File: src/rtl/mem_arbiter.sv
// Two-master arbiter in front of the single-port 16x512 RAM.
// Port 0 is the CPU, port 1 the loader/DMA; grants are hold-bounded.
module mem_arbiter #(
    parameter int HOLD_MAX = 4,
    parameter bit PRIO0    = 1'b1
) (
    input  logic        clk,
    input  logic        reset,
    input  logic [1:0]  req0_cmd,
    input  logic [8:0]  req0_addr,
    input  logic [15:0] req0_wdata,
    output logic        req0_ready,
    output logic        req0_rvalid,
    output logic [15:0] req0_rdata,
    input  logic [1:0]  req1_cmd,
    input  logic [8:0]  req1_addr,
    input  logic [15:0] req1_wdata,
    output logic        req1_ready,
    output logic        req1_rvalid,
    output logic [15:0] req1_rdata,
    output logic [1:0]  mem_cmd,
    output logic [8:0]  mem_addr,
    output logic [15:0] mem_wdata,
    input  logic [15:0] mem_rdata
);

    localparam logic [1:0] CMD_NONE  = 2'b00;
    localparam logic [1:0] CMD_READ  = 2'b01;
    localparam logic [1:0] CMD_WRITE = 2'b10;

    typedef enum logic [1:0] {
        IDLE = 2'd0,
        OWN0 = 2'd1,
        OWN1 = 2'd2
    } state_t;

    state_t      state_q, state_d;
    logic [2:0]  cnt_q, cnt_d;
    logic        rd_pend_q, rd_pend_d;
    logic        rd_port_q, rd_port_d;

    logic        v0, v1;
    logic        gnt0, gnt1;
    logic        hold_ok;
    logic [1:0]  g_cmd;

    assign v0 = (req0_cmd == CMD_READ) || (req0_cmd == CMD_WRITE);
    assign v1 = (req1_cmd == CMD_READ) || (req1_cmd == CMD_WRITE);

    // The current owner may keep the RAM only while under the hold limit.
    assign hold_ok = (int'(cnt_q) < HOLD_MAX);

    // Pick at most one port per cycle; reset suppresses every grant.
    always_comb begin
        gnt0 = 1'b0;
        gnt1 = 1'b0;
        if (reset) begin
            gnt0 = 1'b0;
            gnt1 = 1'b0;
        end else if (v0 && !v1) begin
            gnt0 = 1'b1;
        end else if (v1 && !v0) begin
            gnt1 = 1'b1;
        end else if (v0 && v1) begin
            unique case (state_q)
                OWN0: begin
                    gnt0 = hold_ok;
                    gnt1 = !hold_ok;
                end
                OWN1: begin
                    gnt1 = hold_ok;
                    gnt0 = !hold_ok;
                end
                default: begin
                    gnt0 = PRIO0;
                    gnt1 = !PRIO0;
                end
            endcase
        end
    end

    // Steer the granted port's command onto the RAM pins.
    always_comb begin
        mem_cmd   = CMD_NONE;
        mem_addr  = '0;
        mem_wdata = '0;
        if (gnt0) begin
            mem_cmd   = req0_cmd;
            mem_addr  = req0_addr;
            mem_wdata = req0_wdata;
        end else if (gnt1) begin
            mem_cmd   = req1_cmd;
            mem_addr  = req1_addr;
            mem_wdata = req1_wdata;
        end
    end

    assign g_cmd      = mem_cmd;
    assign req0_ready = gnt0;
    assign req1_ready = gnt1;

    // Read data is shared; rvalid says whose it is.
    assign req0_rdata  = mem_rdata;
    assign req1_rdata  = mem_rdata;
    assign req0_rvalid = !reset && rd_pend_q && !rd_port_q;
    assign req1_rvalid = !reset && rd_pend_q && rd_port_q;

    // Ownership, hold count and read tracking for the next cycle.
    always_comb begin
        state_d   = state_q;
        cnt_d     = cnt_q;
        rd_pend_d = 1'b0;
        rd_port_d = rd_port_q;
        if (reset) begin
            state_d   = IDLE;
            cnt_d     = 3'd0;
            rd_pend_d = 1'b0;
        end else if (!gnt0 && !gnt1) begin
            state_d = IDLE;
            cnt_d   = 3'd0;
        end else begin
            if ((gnt0 && state_q == OWN0) || (gnt1 && state_q == OWN1)) begin
                cnt_d = (cnt_q == 3'd7) ? 3'd7 : cnt_q + 3'd1;
            end else begin
                state_d = gnt0 ? OWN0 : OWN1;
                cnt_d   = 3'd1;
            end
            rd_pend_d = (g_cmd == CMD_READ);
            rd_port_d = gnt1;
        end
    end

    // State registers with synchronous reset.
    always_ff @(posedge clk) begin
        if (reset) begin
            state_q   <= IDLE;
            cnt_q     <= 3'd0;
            rd_pend_q <= 1'b0;
            rd_port_q <= 1'b0;
        end else begin
            state_q   <= state_d;
            cnt_q     <= cnt_d;
            rd_pend_q <= rd_pend_d;
            rd_port_q <= rd_port_d;
        end
    end

endmodule

File: config.mk
export PLATFORM = sky130hd
export DESIGN_NAME = mem_arbiter
export DESIGN_NICKNAME = d
export VERILOG_FILES = /design/src/rtl/mem_arbiter.sv
export SDC_FILE = /design/constraint.sdc
export NUM_CORES = 1
export LEC_CHECK = 0
export CAP_MARGIN = 20
export CORE_MARGIN = 1.5
export CORE_UTILIZATION = 27
export DETAILED_ROUTE_END_ITERATION = 8
export PLACE_DENSITY_LB_ADDON = 0.05
export SYNTH_ARGS = -nofsm -noshare
export SYNTH_HDL_FRONTEND = slang
export SYNTH_SLANG_ARGS = --single-unit
File: constraint.sdc
create_clock -name clk -period 3.31 [get_ports clk]
set_input_delay 0.662 -clock clk [delete_from_list [all_inputs] [get_ports clk]]
set_output_delay 0.662 -clock clk [all_outputs]
set_load 0.02 [all_outputs]
==> results of run 1 <==
==> layout by cell type, fill, tap and decap left out, drive strengths merged, types with 4 or more instances in the layout <==
cell           synthesis  layout
clkdlybuf4s50          0      58
a22o                  25      25
dlygate4sd2            0      19
buf                   37      19
dfxtp                  7       7
clkbuf                 2       7
clkdlybuf4s15          0       6
nand2                  5       5
inv                    4       4
==> layer usage <==
layer | GRT usage (%) | share of wire, % | up-vias
li1 | - | - | 525
met5 | 0 | 0 | -
met2 | 30.4 | 53 | 49
met3 | 5.81 | 9.3 | 10
met4 | 7.34 | 1.7 | 0
met1 | 16.8 | 36 | 505
==> worst paths after layout <==
path | from | endpoint | slack [ns]
setup reg to reg | state_q[0] | cnt_q[0] | 1.41
hold / removal | state_q[1] | state_q[1] | 0.47
setup / recovery | req0_cmd[1] | mem_wdata[6] | 0.05
hold reg to reg | state_q[1] | state_q[1] | 0.47
==> registers in the layout, summed over array words and instances (netlist names) <==
register	cells
rd_port_q	1
state_q	2
cnt_q	3
rd_pend_q	1
==> area by class of cell <==
type,count,share of cell area [%]
inverter,4,0.826
tap,46,3.17
clock buffer,4,2.48
sequential,7,7.71
multi-input combinational,64,31.2
timing repair buffer,105,54.6
==> power by group through the flow <==
stage,clock network (W),logic (W),registers [W]
5_1_grt,0.000130,0.000320,0.0000973
3_3_place_gp,0,0.000310,0.0000971
2_1_floorplan,0,0.000196,0.0000965
6_report,0.000120,0.000297,0.0000963
3_5_place_dp,0,0.000313,0.0000977
4_1_cts,0.000125,0.000296,0.0000964
==> worst register-to-register path, cell delays in order (launching register included) <==
cell	delay, ns
dfxtp_1	0.30
inv_1	0.07
ha_1	0.30
mux2i_1	0.15
a211oi_1	0.39
buf_4	0.21
a22oi_1	0.14
o22a_2	0.23
==> per-stage QoR <==
step	utilization [%]	total power [W]	TNS, ns	hold WS, ns
floorplan	-	0.000293	0	0.450
global placement	51.3	0.000407	-4.92	0.463
detailed placement	51.3	0.000411	-5.92	0.471
CTS	52.2	0.000516	0	0.476
global route	52.8	0.000547	-0.00686	0.511
finish	52.8	0.000513	0	0.472
==> logic make-up (layout without fill, tap and decap cells) <==
logic type,after synthesis,after routing,share of synthesized area (%)
XOR/XNOR,4,4,3.52
AND/OR/NAND/NOR,16,16,9.17
AO/OA/AOI/OAI,39,39,35.4
buffers and inverters,43,113,30.8
flip-flops,7,7,14.1
multiplexers,2,2,3.27
adder cells (fa/ha/maj),3,3,3.77
==> timing repair <==
action / 4_1_cts / 5_1_grt
pin swaps: 1 / 0
setup endpoints to repair: 29 / 22
gates resized for setup: 31 / 16
setup buffers: 1 / 1
cloned: 0 / 1
==> impl_results.md, run 1 <==
- Post-synth EDFFs: 0
- Rows: 21
- Cell Int Power: 0.000340 W
- Max_cap viols: 0
- WHS Path Cells: 2
- Power density cells: 282 nW/um^2
- Fillers: 344
- Worst Hold Class: reg -> reg
- Inst Count DP: 223
- Dpl ws: -0.237 ns
- CP Max Fanout: 10
- Clk network pwr share: 23.4%
- Sequential share of the synthesized area: 14.1%
- Die footprint: 4060 sq um
- Combinational share of power: 57.8%
- GPL Wtd Cong: 0.747
- Worst slew pin tran: 0.363 ns
- Nets: 260
- Critical setup path kind: in -> out
- Net switching fraction of the power: 33.8%
- Global-route wire length before repair: 5390 um
- Multi-input gate area: 568 sq um
- Skew final: 0.00579 ns
- Asr flop ratio synth: 0%
- Synth cell types: 31
- Max_slew headroom: 75.7%
- Clock Tree Buf Depth: 2
- Largest net degree at the start of global routing: 17
- Placement-stage cell area: 1770 sq um
- Most common cell in the netlist: buf_4
- Clock root buffer: clkbuf_8
- Via density per instance: 4.73
- Core Area: 3440 sq um
- Crit-path leading delay family: buffers and inverters
- Synth Flop Type: dfxtp_1
- Sequential share of power: 18.8%
- Worst Setup End Kind: output port
- # setup viols final: 0
- R2R depth: 7
- Final Cycle Share: 98.4%
- Critical Path Stages: 8
- Register Area: 140 sq um
- Peak supply drop: 0.0891 mV
- H-Tree Depth: 1
- CTS buffer count: 3
- Crit start category: input port
- Die width: 63.7 um
- CP Data Arrival Time: 2.60 ns
- Synth Instances: 114
- Initial Utilization: 28.9%
- Net count after synthesis: 189
- Initial detailed-routing violation count: 13
- First-pass DRT Iterations: 4
- Critical path's slowest cell: clkdlybuf4s50_1
- Worst path required time: 2.65 ns
- Slew Viols, Final: 0
- Final hold vios: 0
- Mean area per synthesized cell: 8.74 sq um
- Ant. Diodes: 0
- Top post-synthesis cells by area: buf_4, a22o_1, dfxtp_1, ha_1, buf_6
- Outcome: finished, final reports clean
- # IOs: 135
- Hpwl dp: 2790 um
- Routed WL: 3300 um
- Clock Sinks: 7
- Total gr overflow: 0
- Fin cells: 230
- Crit-path cells: clkdlybuf4s50_1, xor2_1, and2_4, a2111oi_4, buf_4, buf_6, a22o_1, dlygate4sd2_1
- CP bufs+invs: 4
- Antenna-violating nets left: 0
- Initial antenna violation count: 0
- Drt wl/cell: 14.3 um
- Number of global-route vias before repair: 1231
- Most instantiated cells after synthesis: buf_4, a22o_1, dfxtp_1
- DR vias: 1089
- DR DRC count: 0
- Fmax: 307 MHz
- Reg clk slew, reported paths: 0.04 ns
- DIE HEIGHT: 63.7 um
- Synth Warn #: 0
- Netlist Area Pre-Place: 996 sq um
- Finished Cell Area: 1820 sq um
- Area leader, netlist: buf_4
- Clock latency on the worst-skew pair: 0.23 ns
- Gr usage total: 16.6%
- Share of post-route cells with drive strength above 1: 17.9%
- Yosys top cell area share: 24.1%
- Area delta synth->final: 82.5%
- Synth Register Bits: 7
- Max stage delay on crit path: 0.48 ns
- Switching power: 0.000173 W
- Port Buffers: 86
- Leakage: 0.792 nW
- Hold-fix buffers, CTS: 0
- CTS tree: done
- Final worst setup slack: 0.0522 ns
- Final period demand of the worst path: 3.26 ns
(Power assumes the default switching activity.)
==> run 2, diff against run 1 <==
- ABC_AREA: default -> 1
- CAP_MARGIN: 20 -> 10
- CORE_UTILIZATION: 27 -> 29
==> run 2 against run 1 <==
Compared with the run above:
- first-iteration DRC count grew to 3.2 times the previous value
- wire length is 2.8% higher
- final cell count is 27% higher
- critical path depth stayed put
- core utilization is 1.8 points lower
- flip-flop and latch count stayed put
- non-clock buffer count is 14 lower
- clock-buffer cell count stayed put
- setup slack better by 0.20 ns
- fmax is 6.5% higher
- register-to-register slack better by 0.41 ns
- critical path type unchanged
- largest power group unchanged
==> impl_results.md, run 2 <==
- Number of global-route vias before repair: 1147
- Final worst setup slack: 0.252 ns
- GPL Wtd Cong: 0.823
- Most common cell in the netlist: nand2_1
- Worst Setup End Kind: output port
- Most common cell after layout, fill and taps aside: nand2_1
- Largest net degree at the start of global routing: 29
- Mean area per synthesized cell: 6.01 sq um
- Post-synth EDFFs: 0
- Grt met3 use: 2.05%
- Max_cap viols: 0
- Most instantiated cells after synthesis: nand2_1, buf_4, nand3_1
- CTS buffer count: 3
- Die width: 65.4 um
- Buffer count from post-CTS setup fixing: 0
- Clock Tree Buf Depth: 2
- Leakage: 1.27 nW
- Area leader, netlist: nand2_1
- Crit start category: input port
- Ant. Diodes: 0
- Core Area: 3690 sq um
- Most used routing layer: met2
- H-Tree Depth: 1
- Peak supply drop: 0.0938 mV
- RR Endpoint: cnt_q[0]
- Area delta synth->final: 66.6%
- Sink of the worst hold path: state_q[0]
- TNS Setup: 0 ns
- Clock root buffer: clkbuf_8
- R2R depth: 9
- Initial Utilization: 30.6%
- Top reg by flops: cnt_q
- Skew final: 0.00345 ns
- Netlist Area Pre-Place: 1130 sq um
- CP Max Fanout: 11
- Drt wl/cell: 11.6 um
- Total power: 0.000492 W
- Final period demand of the worst path: 3.06 ns
- Global-route wire length before repair: 5140 um
- Synth Instances: 188
- Fmax: 327 MHz
- CTS tree: done
- Final hold vios: 0
- Reg clk slew, reported paths: 0.04 ns
- Asr flop ratio synth: 0%
- Crit-path leading delay family: buffers and inverters
- Synth cell types: 21
- Via density per instance: 4.31
- Initial detailed-routing violation count: 41
- Port Buffers: 86
- Worst Hold Class: reg -> reg
- Final Cycle Share: 92.4%
- Placement-stage cell area: 1760 sq um
- Nets: 319
- Yosys top cell area share: 22.6%
- Sequential share of the synthesized area: 12.4%
- Initial antenna violation count: 0
- DR vias: 1254
- # setup viols final: 0
- Hpwl dp: 2700 um
- Net count after synthesis: 263
- # IOs: 135
- Most frequent CP cell: nand2_1
- Critical path's slowest cell: clkdlybuf4s50_1
- Crit-path cells: clkdlybuf4s50_1, inv_1, nand2_1, nand2_1, nand2_1, nor2_2, buf_4, clkdlybuf4s50_1
- Largest regs: cnt_q x3, state_q x2
- Worst slew pin tran: 0.256 ns
- DIE HEIGHT: 65.4 um
- Reg-to-reg slack, setup: 1.82 ns
- Die footprint: 4280 sq um
- Antenna-violating nets left: 0
- Gr usage total: 15.0%
- CP bufs+invs: 4
- CP Data Arrival Time: 2.40 ns
- Dpl ws: 0.0536 ns
- Grt met1 use: 16.5%
- Synth Flop Type: dfxtp_1
- Commonest cells after routing, fill and taps aside: nand2_1, clkdlybuf4s50_1, nand3_1, dlymetal6s2s_1, inv_1
- Synth Warn #: 0
- Worst path required time: 2.65 ns
- RSZ-0062 raised after global routing: false
- Fillers: 385
- Rows: 22
- Critical setup path kind: in -> out
- Total gr overflow: 0
- Finished Cell Area: 1880 sq um
- Final Util: 51.0%
- Max_slew headroom: 82.9%
- Hold-fix buffers, CTS: 0
- Met2 Use GR: 29.6%
- Share of post-route cells with drive strength above 1: 7.82%
- Power density cells: 261 nW/um^2
- First-pass DRT Iterations: 4
- Max stage delay on crit path: 0.62 ns
- Hold Startpoint: state_q[0]
- Max reg flops: 3
- Synth Register Bits: 7
- DR DRC count: 0
- Outcome: finished, final reports clean
- Clock latency on the worst-skew pair: 0.22 ns
- Routed WL: 3390 um
- Clock Sinks: 7
- Slew Viols, Final: 0
- Worst r2r src: state_q[0]
- Cts repair resizes: 0
- Top post-synthesis cells by area: nand2_1, buf_4, dfxtp_1, nand3_1, inv_1
- WHS Path Cells: 2
## run 2: through the flow
stage          std cells  hold WS (ns)
2_1_floorplan        188         0.443
3_3_place_gp         287         0.474
3_5_place_dp         287         0.466
4_1_cts              291         0.475
5_1_grt              291         0.511
6_report             291         0.474
## run 2: area by class of cell
class / instances / area (sq um) / area share [%]
clock buffers: 4 / 45.0 / 2.39
multi-input cells: 123 / 579 / 30.8
repair buffers: 91 / 982 / 52.2
well taps: 48 / 60.1 / 3.19
inverters: 18 / 75.1 / 3.99
flip-flops and latches: 7 / 140 / 7.45
## run 2: worst max path at each step
stage | start | end | depth (start not counted)
after floorplan | req0_cmd[0] | mem_cmd[0] | 8
after global placement | req1_cmd[1] | mem_cmd[0] | 9
after detailed placement | req1_cmd[1] | mem_addr[6] | 11
after CTS | req1_cmd[1] | mem_addr[6] | 11
after global routing | req0_cmd[0] | req0_ready | 8
final | req0_cmd[0] | req0_ready | 8
## run 2: worst register-to-register path: cells and delay by family, from the launching register on
family          cells  cell delay [ns]
simple gates        4             0.35
buf+inv             3             0.27
fa+ha+maj           1             0.28
compound gates      1             0.13
flops               1             0.35
## run 2: logic make-up (layout without fill, tap and decap cells)
family,Yosys count,in the layout,synth area share (%)
simple gates,112,112,43.7
buf+inv,58,113,36.3
fa+ha+maj,3,3,3.32
compound gates,8,8,4.21
flops,7,7,12.4
## run 2: per-layer routing
metal / wire (um) / up-vias
li1: - / 664
met3: 238 / 7
met5: 0 / -
met1: 1400 / 534
met2: 1730 / 49
met4: 20 / 0
## run 2: report_power, final
part | switching, W | total, W | internal, W
clock network | 0.0000360 | 0.000119 | 0.0000833
registers | 0.00000475 | 0.0000975 | 0.0000928
logic | 0.000131 | 0.000275 | 0.000144
total | 0.000172 | 0.000492 | 0.000320
